**config.mk**
```make
export PLATFORM = sky130hd
export DESIGN_NAME = btn_reset_ctrl
export DESIGN_NICKNAME = d
export VERILOG_FILES = /design/src/rtl/btn_pkg.sv /design/src/rtl/btn_debounce.sv /design/src/rtl/btn_reset_ctrl.sv
export SDC_FILE = /design/constraint.sdc
export NUM_CORES = 1
export LEC_CHECK = 0
export BUFFER_PORTS_ARGS = -buffer_cell sky130_fd_sc_hd__buf_4
export CORE_ASPECT_RATIO = 1.5
export CORE_MARGIN = 2
export CORE_UTILIZATION = 35
export DETAILED_ROUTE_END_ITERATION = 8
export RECOVER_POWER = 50
export SLEW_MARGIN = 20
export SYNTH_ARGS = -nofsm -noshare
export SYNTH_HDL_FRONTEND = slang
export SYNTH_SLANG_ARGS = --single-unit
```
**constraint.sdc**
```tcl
create_clock -name clk48 -period 2.2 [get_ports clk48]
set_clock_uncertainty 0.15 [all_clocks]
set_input_delay 0.66 -clock clk48 [delete_from_list [all_inputs] [get_ports clk48]]
set_output_delay 0.66 -clock clk48 [all_outputs]
set_load 0.1 [all_outputs]
```
**src/rtl/btn_pkg.sv**
```systemverilog
// Shared FSM state encoding for the button/reset controller.
// hold_stage is driven directly from the state, so the two must stay aligned.
package btn_pkg;

   localparam logic [1:0] STAGE_IDLE    = 2'd0;
   localparam logic [1:0] STAGE_PRESSED = 2'd1;
   localparam logic [1:0] STAGE_HELD    = 2'd2;
   localparam logic [1:0] STAGE_REBOOT  = 2'd3;

   typedef enum logic [1:0] {
      ST_IDLE    = STAGE_IDLE,
      ST_PRESSED = STAGE_PRESSED,
      ST_HELD    = STAGE_HELD,
      ST_REBOOT  = STAGE_REBOOT
   } btn_state_e;

endpackage

```
**src/rtl/btn_debounce.sv**
```systemverilog
// Two-flop synchronizer plus counter debouncer for an active-low push button.
// btn_level is registered; btn_rise/btn_fall flag the edge on which btn_level toggles.
module btn_debounce #(
   parameter int unsigned DEBOUNCE_CYCLES = 48000
) (
   input  logic clk48,
   input  logic rst_n,
   input  logic btn_raw_n,
   output logic btn_level,
   output logic btn_rise,
   output logic btn_fall
);

   localparam int unsigned CW = (DEBOUNCE_CYCLES > 1) ? $clog2(DEBOUNCE_CYCLES) : 1;
   localparam logic [CW-1:0] CNT_LAST = CW'(DEBOUNCE_CYCLES - 1);

   logic [1:0]    sync_q;
   logic [CW-1:0] cnt_q;
   logic [CW-1:0] cnt_d;
   logic          level_q;
   logic          level_d;
   logic          differ;
   logic          expire;

   // Sample is inverted at the pin so 1 means pressed from here on.
   always_comb begin
      differ  = (sync_q[1] != level_q);
      expire  = differ && (cnt_q == CNT_LAST);
      cnt_d   = (differ && !expire) ? cnt_q + 1'b1 : '0;
      level_d = expire ? ~level_q : level_q;
   end

   always_ff @(posedge clk48 or negedge rst_n) begin
      if (!rst_n) begin
         sync_q  <= 2'b00;
         cnt_q   <= '0;
         level_q <= 1'b0;
      end else begin
         sync_q  <= {sync_q[0], ~btn_raw_n};
         cnt_q   <= cnt_d;
         level_q <= level_d;
      end
   end

   assign btn_level = level_q;
   assign btn_rise  = expire & ~level_q;
   assign btn_fall  = expire & level_q;

endmodule

```
**src/rtl/btn_reset_ctrl.sv**
```systemverilog
// User button controller: short/long press classification and a sticky
// bootloader reboot request after a very long hold.
module btn_reset_ctrl
   import btn_pkg::*;
#(
   parameter int unsigned DEBOUNCE_CYCLES = 48000,
   parameter int unsigned LONG_CYCLES     = 24000000,
   parameter int unsigned REBOOT_CYCLES   = 96000000
) (
   input  logic       clk48,
   input  logic       rst_n,
   input  logic       usr_btn,
   output logic       btn_level,
   output logic       short_press,
   output logic       long_press,
   output logic       reboot_n,
   output logic [1:0] hold_stage
);

   localparam int unsigned HW = $clog2(REBOOT_CYCLES);
   localparam logic [HW-1:0] LONG_LAST   = HW'(LONG_CYCLES - 1);
   localparam logic [HW-1:0] REBOOT_LAST = HW'(REBOOT_CYCLES - 1);

   if (REBOOT_CYCLES <= LONG_CYCLES) begin : g_bad_thresholds
      $error("btn_reset_ctrl: REBOOT_CYCLES must exceed LONG_CYCLES");
   end

   logic       level;
   logic       lvl_rise;
   logic       lvl_fall;
   btn_state_e state_q;
   btn_state_e state_d;
   logic [HW-1:0] hold_cnt_q;
   logic [HW-1:0] hold_cnt_d;
   logic       short_q;
   logic       short_d;
   logic       long_q;
   logic       long_d;
   logic       reboot_n_q;

   btn_debounce #(
      .DEBOUNCE_CYCLES (DEBOUNCE_CYCLES)
   ) u_debounce (
      .clk48     (clk48),
      .rst_n     (rst_n),
      .btn_raw_n (usr_btn),
      .btn_level (level),
      .btn_rise  (lvl_rise),
      .btn_fall  (lvl_fall)
   );

   always_comb begin
      state_d    = state_q;
      hold_cnt_d = hold_cnt_q;
      short_d    = 1'b0;
      long_d     = 1'b0;

      if ((state_q == ST_PRESSED || state_q == ST_HELD) && level && hold_cnt_q != REBOOT_LAST) begin
         hold_cnt_d = hold_cnt_q + 1'b1;
      end

      // Release is tested before the thresholds so it wins a same-cycle tie.
      case (state_q)
         ST_IDLE: begin
            if (lvl_rise) begin
               state_d    = ST_PRESSED;
               hold_cnt_d = '0;
            end
         end
         ST_PRESSED: begin
            if (lvl_fall) begin
               short_d = 1'b1;
               state_d = ST_IDLE;
            end else if (hold_cnt_q == LONG_LAST) begin
               long_d  = 1'b1;
               state_d = ST_HELD;
            end
         end
         ST_HELD: begin
            if (lvl_fall) begin
               state_d = ST_IDLE;
            end else if (hold_cnt_q == REBOOT_LAST) begin
               state_d = ST_REBOOT;
            end
         end
         ST_REBOOT: state_d = ST_REBOOT;
         default:   state_d = ST_IDLE;
      endcase
   end

   always_ff @(posedge clk48 or negedge rst_n) begin
      if (!rst_n) begin
         state_q    <= ST_IDLE;
         hold_cnt_q <= '0;
         short_q    <= 1'b0;
         long_q     <= 1'b0;
         reboot_n_q <= 1'b1;
      end else begin
         state_q    <= state_d;
         hold_cnt_q <= hold_cnt_d;
         short_q    <= short_d;
         long_q     <= long_d;
         reboot_n_q <= (state_q != ST_REBOOT);
      end
   end

   assign btn_level   = level;
   assign short_press = short_q;
   assign long_press  = long_q;
   assign reboot_n    = reboot_n_q;
   assign hold_stage  = state_q;

endmodule
```
Word level (Yosys, flattened, before mapping)

Index checks and enable logic that the tools add are counted.

Bitwise gates (word level): 4
Muxes and demuxes: 15
Add/sub/neg operators: 2
Equal/unequal tests: 12
Reductions and logical operators: 8

Operators with widths:

| operator                | number |
|---|---|
| $mux W27                | 3 |
| $add A27 B1 Y27 const B | 1 |
| $eq A27 B25 Y1 const B  | 1 |
| $eq A27 B27 Y1 const B  | 1 |
| $ne A27 B27 Y1 const B  | 1 |
| $add A16 B1 Y16 const B | 1 |
| $eq A16 B16 Y1 const B  | 1 |
| $mux W16                | 1 |
| $mux W2                 | 5 |
| $pmux W2 S4             | 1 |
| $ne A3 B2 Y1 const B    | 2 |
| $mux W1                 | 5 |
| $eq A2 B2 Y1 const B    | 2 |
| $logic_and A1 B1 Y1     | 4 |
| $ne A2 B2 Y1 const B    | 2 |
| $reduce_and A3 Y1       | 1 |
| $and A1 B1 Y1           | 2 |
| $eq A2 B1 Y1 const B    | 1 |
| $logic_not A2 Y1        | 1 |
| $not A1 Y1              | 2 |
| $logic_not A1 Y1        | 1 |
| $logic_or A1 B1 Y1      | 1 |
| $ne A1 B1 Y1            | 1 |

Logic and storage cells: 49
Output and inout bits: 6
Input bits: 3
Bits in registers: 51

Longest topological paths before layout

Gate-level depths: netlist (run 1).

Depth in word-level cells: 7
Mapped depth: 9
Depth with buffers taken out: 7

By module

Synthesis (run 1) repeated with hierarchy kept, for this count alone.

Cells, all modules: 290
Area, all modules: 2,921.6 um^2

By module, submodules not included:

| module         | cells an instance | sequential area each (um^2) | area each (um^2) | instances |
|---|---|---|---|---|
| btn_reset_ctrl | 206               | 802.0                       | 1,941.9          | 1 |
| btn_debounce   | 84                | 475.5                       | 979.7            | 1 |

Least setup slack after synthesis (run 1)

Ideal clock, no wire load.

Path kind: register -> register
Start: reg state_q[0], in the netlist hold_stage[0]
End: reg hold_cnt_q[26]
Period minus slack after synthesis: 2.714 ns
Setup time: 0.133 ns
Path buffers: 0
Slack: -0.514 ns
Data required time: 1.917 ns
Cell stages (with the launch flop): 8
Data arrival time: 2.432 ns
Cell sequence: dfrtp_1 -> inv_1 -> ha_1 -> nand4_1 -> nor3_1 -> nand4_1 -> xor2_1 -> nor2_1

Cells in the longest elaborated chain, start to end: 7
Elaborated cells between the ends (all ways): 9
Those cells by class: eq/ne (2); mux (3); reduce/logical (4)

Ends and longest elaborated chain:

| element                                             | line                  | RTL |
|---|---|---|
| from (decl)                                         | btn_reset_ctrl.sv:31  | `btn_state_e state_q;` |
| from (signal assigned)                              | btn_reset_ctrl.sv:99  | `state_q <= state_d;` |
| $eq A2 B1 Y1 / $eq A2 B2 Y1 (equally long branches) | btn_reset_ctrl.sv:58  | `if ((state_q == ST_PRESSED \|\| state_q == ST_HELD) && level && hold_cnt_q != REBOOT_LAST) begin` |
| $logic_or A1 B1 Y1                                  | btn_reset_ctrl.sv:58  |  |
| $logic_and A1 B1 Y1 (2 in series)                   | btn_reset_ctrl.sv:58  |  |
| $mux W27                                            | btn_reset_ctrl.sv:58  |  |
| $mux W27                                            | btn_reset_ctrl.sv:65  | `if (lvl_rise) begin` |
| $mux W27 (*)                                        | btn_reset_ctrl.sv:63  | `case (state_q)` |
| net hold_cnt_d[26]                                  | btn_reset_ctrl.sv:34  | `logic [HW-1:0] hold_cnt_d;` |
| to (signal assigned)                                | btn_reset_ctrl.sv:100 | `hold_cnt_q <= hold_cnt_d;` |
| to (decl)                                           | btn_reset_ctrl.sv:33  | `logic [HW-1:0] hold_cnt_q;` |

Mark *: on every way through the listed nets, which the timed path passes. The rest lies on a longest branch.
A chain may end at the register's enable or synchronous reset.

Final worst setup path (run 1)

Start: reg u_debounce.cnt_q[10]
End: reg state_q[1], in the netlist hold_stage[1]

Cells in the longest elaborated chain, start to end: 5
Elaborated cells between the ends (all ways): 11
Those cells by class: eq/ne (4); mux (3); bitwise (2); reduce/logical (2)

Ends and longest elaborated chain:

| element                                                 | line                                   | RTL |
|---|---|---|
| from (decl)                                             | btn_debounce.sv:18                     | `logic [CW-1:0] cnt_q;` |
| from (signal assigned)                                  | btn_debounce.sv:40                     | `cnt_q <= cnt_d;` |
| $eq A16 B16 Y1 (*)                                      | btn_debounce.sv:28                     | `expire = differ && (cnt_q == CNT_LAST);` |
| $logic_and A1 B1 Y1 (*)                                 | btn_debounce.sv:28                     |  |
| $and A1 B1 Y1 (on tied branches)                        | btn_debounce.sv:47, btn_debounce.sv:46 |  |
| $mux W2, or another cell as far along                   | btn_reset_ctrl.sv:80                   | `if (lvl_fall) begin` |
| $pmux W2 S4 / $reduce_and A3 Y1 (equally long branches) | --                                     |  |

Every way passes the cells marked *; elsewhere a longest branch is shown, timed or not.

==> results.tsv, run 1 <==
metric	value	unit
status	complete, but fails checks	
violations	setup timing	
cts_root_buffer	clkbuf_8	
netlist_instances	274	
async_reset_ff_share	100	%
gr-total-overflow	0	
setup_tns	-0.242	ns
tightest_slew	0.839	ns
wl_per_cell	12.9	um
syn-cell-area	0.00259	sq mm
setup_viol	2	
die_width	74.2	um
grt_pass1_vias	2145	
initial_core_util	35.8	%
worstSetupEndpointType	register	
reg2reg_slack	-0.13	ns
rsz0062_at_grt	yes	
fin_crit_sh	106	%
peakVddDrop	296	uV
power_leakage	1.49	nW
clk_latency	0.31	ns
synth.distinct_cells	37	
endpoint	hold_stage[1]	
crit_type	reg -> reg	
vias	2101	
core	0.00723	sq mm
dp.final_hpwl	3890	um
cts_buffer_depth	2	
yosysSeqAreaShare	49.3	%
dr.pass1.iters	4	
whs	0.205	ns
yosys_warnings	0	
cts_tree	done	
antenna_found_initial	0	
m1WireLength	2250	um
place.gp.congestion	0.799	
cp-start-kind	register	
numCtsBuffers	5	
die_area	0.00812	sq mm
via_per_inst	4.91	
rows	38	
drc	0	
die_h	109	um
wl	5530	um
drive_gt1_share	25.0	%
slew_violations	0	
syn2layout_area_growth	28.3	%
synth.avg_cell_area	9.45	sq um
drtIter0Drc	96	
hold_buffers	0	
dr.max_layer_used	met4	
hold_viol	0	
hp-class	reg -> reg	
antenna_left	0	
reg2reg_to	hold_stage[1]	
dp_slack	-0.142	ns
synth.ff_latch_count	51	
fin_crit	2.33	ns
cp.required	2.25	ns
met3_length	145	um
diodes	0	
grt_pass1_wl	9410	um
io_pins	9	
cap_violations	0	
crit_start	u_debounce.cnt_q[10]	
final_nets	337	
fmax	0.429	GHz
ys.flop_type	dfrtp_1	
grt_max_degree	34	
grt_use_total	15.1	%
crit_fanout	2	
post-route-util	46.0	%
synth-edff-count	0	
clock_sinks	51	
rr_startpoint	u_debounce.cnt_q[10]	
power.density	502	mW/mm^2
port_buffers	8	
syn-num-nets	284	
max_slew_margin	44.1	%
htree_levels	2	
worstPathArrival	2.38	ns
ff2ff_path_depth	6	
fin_ws	-0.132	ns
dr_wl_met2	2950	um
hold_depth	0	
clk_pin_slew	0.10	ns
==> through the flow <==
stage                     area [sq um]  instances  total power, mW
after floorplan                   2630        274            0.979
after global placement            3100        414             1.01
after detailed placement          3100        414             1.02
after CTS                         3240        422             1.70
after global routing              3320        428             1.73
final                             3320        428             1.67
==> report_power, final <==
part,switching (mW),internal [mW]
clock,0.309,0.368
sequential,0.00491,0.943
combinational,0.0304,0.0125
==> flip-flops by register name (all words and copies together), names as in the netlist <==
signal                flops
hold_cnt_q               27
u_debounce.cnt_q         16
hold_stage                2
u_debounce.sync_q         2
long_press                1
reboot_n                  1
short_press               1
u_debounce.btn_level      1
==> cell usage in the layout, fill, tap and decap left out, drive strengths merged, types with 2 or more instances in the layout <==
cell type / synthesis / final
buf: 3 / 49
xor2: 18 / 18
and3: 4 / 4
nor2: 57 / 57
dfrtp: 50 / 50
ha: 7 / 7
o21ai: 8 / 8
nand4: 10 / 10
nor3: 12 / 12
o31ai: 2 / 2
nand2: 18 / 18
nor2b: 2 / 2
or3: 7 / 7
mux2: 2 / 2
and4b: 2 / 2
inv: 11 / 11
clkbuf: 3 / 9
nand3: 19 / 19
a21oi: 6 / 6
or4: 2 / 2
nor4: 2 / 2
xnor2: 17 / 17
==> synthesized netlist by cell type (7+ instances only) <==
library cell / instances / share of area (%)
dfrtp_1: 50 / 48
nor3_1: 12 / 2.3
nand2_1: 18 / 2.6
xor2_1: 18 / 6.1
ha_1: 7 / 3.4
nand3_1: 19 / 3.7
inv_1: 11 / 1.6
xnor2_1: 17 / 5.7
nand4_1: 10 / 2.4
or3_1: 7 / 1.7
nor2_1: 57 / 8.3
==> worst max-delay path, stage by stage (launching register included) <==
cell      delay (ns)
dfrtp_1         0.39
or4b_4          0.54
or4_4           0.44
o21ai_2         0.14
o211ai_2        0.10
o211a_1         0.13
or3_1           0.33
==> worst min-delay path by stage <==
stage               slack (ns)              endpoint                 start
finish                    0.20  u_debounce.sync_q[1]  u_debounce.sync_q[0]
global route              0.22  u_debounce.sync_q[1]  u_debounce.sync_q[0]
CTS                       0.14  u_debounce.cnt_q[13]                 rst_n
detailed placement        0.18  u_debounce.sync_q[1]  u_debounce.sync_q[0]
global placement          0.19  u_debounce.sync_q[1]  u_debounce.sync_q[0]
floorplan                 0.18  u_debounce.sync_q[1]  u_debounce.sync_q[0]
==> metal layers <==
layer / track usage, % / vias up
met2: 27.6 / 35
met1: 16.2 / 1011
met3: 3.12 / 17
li1: - / 1038
met5: 0 / -
met4: 7.40 / 0
==> layout make-up <==
class / count / area, sq um
clock buffers: 6 / 82.6
inverters: 11 / 41.3
flip-flops and latches: 51 / 1290
well taps: 100 / 125
repair buffers: 52 / 425
clock inverters: 2 / 35.0
fillers: 716 / 3910
multi-input cells: 206 / 1330
==> repair_timing <==
item | CTS | global route
gates resized for setup | 4 | 16
pin swaps | 0 | 9
setup endpoints to repair | 21 | 36
cloned | 0 | 1
buffers inserted | 0 | 5
==> cells by family after synthesis <==
logic type,synth area share [%]
AO/OA/AOI/OAI,5.22
adder cells (fa/ha/maj),3.38
flip-flops,49.3
XOR/XNOR,11.8
multiplexers,1.26
buffers and inverters,2.61
AND/OR/NAND/NOR,26.4
Note: power is estimated with default switching activity, not from simulation.
==> inputs of run 2 (changes only) <==
==> constraint.sdc (replaced) <==
create_clock -name clk48 -period 2.2 [get_ports clk48]
set_clock_uncertainty 0.15 [all_clocks]
set_input_delay 0.11 -clock clk48 [delete_from_list [all_inputs] [get_ports clk48]]
set_output_delay 0.11 -clock clk48 [all_outputs]
set_load 0.1 [all_outputs]
==> run 2 against run 1 <==
The run still ends with setup timing left. Wire length increased by 1.6%. Global-route usage decreased by 0.34 points. Non-clock buffer count increased by 2. Flip-flop and latch count unchanged. Critical path depth unchanged. Sequential power about the same. Core utilization increased by 1.7 points. Total power increased by 5.3%. Clock power increased by 13%. Largest cell class unchanged. Largest power group unchanged. Highest routed layer unchanged.
==> results.tsv, run 2 (synthesis results as in run 1) <==
metric	value	unit	change
status	complete, but fails checks		
violations	setup timing		
cp.required	2.25	ns	about the same
hold_viol	0		unchanged
dp_slack	-0.135	ns	+0.00659 ns
dp.final_hpwl	3710	um	-4.6%
clk_latency	0.31	ns	about the same
worstSetupEndpointType	register		
peakVddDrop	287	uV	-3.3%
die_h	109	um	unchanged
cpPeakStageDelay	0.53	ns	about the same
drtIter0Drc	75		-22%
cts_tree	done		
crit_fanout	2		unchanged
wl	5620	um	+1.6%
hp-class	reg -> reg		
antenna_found_initial	0		unchanged
max_slew_margin	16.3	%	-28 points
layoutNonFillerInstCount	430		+0.47%
crit_type	reg -> reg		
grt_use_met3	2.75	%	-0.37 points
path_delay_family	simple AND/OR/NAND/NOR gates		
cap_violations	0		unchanged
power_leakage	1.51	nW	+1.9%
die_width	74.2	um	unchanged
cp-start-kind	register		
worstPathArrival	2.36	ns	-0.02 ns
path_buf_inv	0		unchanged
final_area	0.00344	sq mm	+3.7%
drc	0		unchanged
use_met1	16.3	%	+0.069 points
fin_ws	-0.113	ns	+0.0190 ns
gr-total-overflow	0		unchanged
syn2layout_area_growth	33.0	%	
tightest_slew	1.26	ns	+0.416 ns
cts_buffer_depth	2		unchanged
finalPower	1.76	mW	+5.3%
initial_core_util	35.8	%	unchanged
grt_pass1_vias	2107		-1.8%
io_pins	9		unchanged
grt_max_degree	52		+53%
slew_violations	0		unchanged
largest_register	hold_cnt_q		
fin_crit_sh	105	%	-0.86 points
fin_crit	2.31	ns	-0.0190 ns
dr.pass1.iters	4		unchanged
fmax	0.432	GHz	+0.82%
die_area	0.00812	sq mm	unchanged
use_met2	27.4	%	-0.13 points
vias	2085		-0.76%
dp_cells	413		-0.24%
rsz0062_at_grt	yes		
setup_viol	6		+4
port_buffers	8		unchanged
layout_commonest_cell	nor2_1		
final_cell_mix	nor2_1 (55), dfrtp_1 (47), buf_4 (40)		
clk_pin_slew	0.10	ns	about the same
busiest_layer	met2		
crit_chain	or4b_4 -> or4_4 -> o21ai_2 -> o211ai_2 -> o211a_1 -> or3_1		
final_nets	339		+0.59%
largest_reg_flops	27		unchanged
grt_pass1_wl	9260	um	-1.6%
diodes	0		unchanged
grt_use_total	14.8	%	-0.34 points
clock_sinks	51		unchanged
numCtsBuffers	5		unchanged
largest_registers	hold_cnt_q (27), u_debounce.cnt_q (16)		
place.gp.congestion	0.795		-0.49%
rows	38		unchanged
drive_gt1_share	27.9	%	+2.9 points
power.density	510	mW/mm^2	+1.5%
via_per_inst	4.85		-1.2%
wl_per_cell	13.1	um	+1.2%
cts_root_buffer	clkbuf_8		
core	0.00723	sq mm	unchanged
placed_area	0.00308	sq mm	-0.65%
antenna_left	0		unchanged
htree_levels	2		unchanged
crit_slowest_cell	or4b_4		
## run 2: cell count changes in the layout (fill, tap and decap cells not counted), sizes merged
cell         before  now
clkbuf            9   10
bufinv            1    2
clkinv            1    0
buf              49   48
dlygate4sd3       0    2
## run 2: path summary, 6_finish.rpt
check	end	start	slack, ns	cells after the start
max	hold_stage[1]	u_debounce.cnt_q[10]	-0.11	6
min	u_debounce.sync_q[1]	u_debounce.sync_q[0]	0.20	0
max reg2reg	hold_stage[1]	u_debounce.cnt_q[10]	-0.11	6
min reg2reg	u_debounce.sync_q[1]	u_debounce.sync_q[0]	0.20	0
max in group asynchronous	hold_stage[1]	rst_n	0.56	2
min in group asynchronous	u_debounce.cnt_q[12]	rst_n	0.45	2
## run 2: per-stage QoR
stage | hold slack (ns) | setup TNS [ns] | utilization, %
6_report | 0.204 | -0.231 | 47.7
5_1_grt | 0.224 | -2.05 | 47.7
4_1_cts | 0.206 | -0.242 | 44.8
3_5_place_dp | 0.0306 | -0.235 | 42.6
3_3_place_gp | 0.0301 | -0.171 | 42.6
2_1_floorplan | -0.336 | -0.191 | -
## run 2: cell type report
type                       count  area [sq um]
tap                          100           125
multi-input combinational    206          1370
clock inverter                 2          60.1
sequential                    51          1290
timing repair buffer          54           490
clock buffer                   6          72.6
inverter                      11          41.3
fill                         701          3780
## run 2: timing repair
item / CTS / global route
hold buffers: 2 / 0
gates cloned: 0 / 4
buffers inserted: 0 / 3
pin swaps: 0 / 6
gates resized for setup: 2 / 32
setup endpoints to repair: 4 / 36
endpoints found under the hold margin: 51 / 0
## run 2: report_power, final
part | internal, mW | total, mW | switching, mW
clock network | 0.454 | 0.764 | 0.310
registers | 0.943 | 0.948 | 0.00480
logic | 0.0141 | 0.0442 | 0.0301
total | 1.41 | 1.76 | 0.345
## run 2: metal layers
| metal | up-vias | share of wire, % |
|---|---|---|
| met4 | 0 | 1.7 |
| met1 | 1020 | 40 |
| met3 | 6 | 1.9 |
| li1 | 1040 | - |
| met5 | - | 0 |
| met2 | 19 | 56 |
==> inputs of run 3 (changes only) <==
Settings changed: CTS_BUF_LIST set to sky130_fd_sc_hd__clkbuf_16.
==> run 3 against run 2 <==
The run still ends with setup timing left. Combinational power grew 2%. Cell area grew 2.1%. Clock power grew 28%. Clock-buffer cell count shrank 1. Wire length grew 0.96%.
==> results.tsv, run 3 (synthesis results as in run 1) <==
metric	value	unit	change
status	complete, but fails checks		
violations	setup timing		
clock_sinks	51		unchanged
final_nets	340		+0.29%
place.gp.congestion	0.795		unchanged
initial_core_util	35.8	%	unchanged
met3_length	106	um	-2.8%
htree_levels	2		unchanged
power.density	562	mW/mm^2	+10%
numCtsBuffers	5		unchanged
diodes	0		unchanged
clk_pin_slew	0.07	ns	-0.03 ns
rsz0062_at_grt	yes		
slew_violations	0		unchanged
drc	0		unchanged
die_area	0.00812	sq mm	unchanged
io_pins	9		unchanged
worstPathArrival	2.35	ns	about the same
largest_reg_flops	27		unchanged
antenna_left	0		unchanged
cts_buffer_depth	2		unchanged
cts_tree	done		
multi_input_area	0.00138	sq mm	+1.1%
layout_commonest_cell	nor2_1		
largest_registers	hold_cnt_q (27), u_debounce.cnt_q (16)		
dp.final_hpwl	3710	um	unchanged
via_per_inst	4.82		-0.57%
grt_max_degree	52		unchanged
vias	2078		-0.34%
fmax	0.430	GHz	-0.63%
fillers	697		-0.57%
hold_depth	0		unchanged
m1WireLength	2340	um	+4.2%
grt_pass1_vias	2102		-0.24%
die_width	74.2	um	unchanged
largest_register	hold_cnt_q		
drtIter0Drc	86		+15%
worstSetupEndpointType	register		
rows	38		unchanged
ff2ff_path_depth	6		unchanged
clk_latency	0.29	ns	-0.02 ns
drive_gt1_share	29.0	%	+1.1 points
final_area	0.00352	sq mm	+2.1%
dr.max_layer_used	met4		
cp.required	2.22	ns	-0.03 ns
grt_pass1_wl	9220	um	-0.44%
placed_area	0.00308	sq mm	unchanged
port_buffers	8		unchanged
antenna_found_initial	0		unchanged
crit_type	reg -> reg		
cap_violations	0		unchanged
core	0.00723	sq mm	unchanged
setup_tns	-0.408	ns	-0.177 ns
gr-total-overflow	0		unchanged
dr_wl_met2	3070	um	-2.8%
grt_use_total	14.7	%	-0.076 points
die_h	109	um	unchanged
cp-start-kind	register		
finalPower	1.97	mW	+12%
wl_per_cell	13.2	um	+0.73%
max_slew_margin	15.2	%	-1.1 points
dr.pass1.iters	4		unchanged
hp-class	reg -> reg		
setup_viol	11		+5
tightest_slew	1.27	ns	+0.0164 ns
wl	5670	um	+0.96%
cts_root_buffer	clkbuf_16		
crit_fanout	2		unchanged
final_cell_mix	nor2_1 (55), dfrtp_1 (46), buf_4 (43)		
fin_crit_sh	106	%	+0.67 points
regArea	0.00129	sq mm	about the same
power_leakage	1.55	nW	+2.0%
fin_crit	2.33	ns	+0.0146 ns
fin_ws	-0.128	ns	-0.0146 ns
syn2layout_area_growth	35.8	%	
hold_viol	0		unchanged
peakVddDrop	393	uV	+37%
[run 3: final timing paths]
path / from / endpoint / slack, ns
worst max register to register: u_debounce.cnt_q[10] / hold_stage[1] / -0.13
max in group asynchronous: rst_n / hold_stage[1] / 0.50
min in group asynchronous: rst_n / u_debounce.cnt_q[12] / 0.48
worst min-delay path: u_debounce.sync_q[0] / u_debounce.sync_q[1] / 0.20
worst min register to register: u_debounce.sync_q[0] / u_debounce.sync_q[1] / 0.20
worst max-delay path: u_debounce.cnt_q[10] / hold_stage[1] / -0.13
[run 3: final cells by class]
type,instances,area share [%]
clock inverter,3,1.81
tap,100,3.56
multi-input combinational,206,39.3
inverter,11,1.17
sequential,51,36.6
clock buffer,5,3.56
timing repair buffer,55,13.9
[run 3: worst max-delay path, stage by stage (launching register included)]
cell and delay (ns):
dfrtp_1 0.38, or4b_4 0.53, or4_4 0.44, o21ai_2 0.16, o211ai_2 0.10, o211a_1 0.12
or3_1 0.33
[run 3: timing repair]
| action | 4_1_cts | 5_1_grt |
|---|---|---|
| endpoints found under the hold margin | 51 | 0 |
| resized for setup | 1 | 35 |
| pin swaps | 0 | 7 |
| setup endpoints to repair | 3 | 35 |
| setup buffers | 0 | 4 |
| hold buffers | 2 | 0 |
| gates cloned | 0 | 4 |
[run 3: metal layers]
layer	vias up	global-route usage, %
li1	1045	-
met3	10	2.75
met1	1008	16.5
met5	-	0
met4	0	5.74
met2	15	27.0
[run 3: metrics by stage]
step	utilization, %	worst slack, ns	hold slack [ns]	cells
floorplan	-	-0.124	-0.336	274
global route	48.7	-0.200	0.217	431
finish	48.7	-0.128	0.198	431
CTS	45.6	-0.143	0.200	423
global placement	42.6	-0.101	0.0301	413
detailed placement	42.6	-0.135	0.0306	413
[run 3: where the power goes]
part / total, mW / internal [mW] / switching [mW]
Sequential: 0.949 / 0.944 / 0.00476
Combinational: 0.0450 / 0.0144 / 0.0306
Clock: 0.981 / 0.647 / 0.334
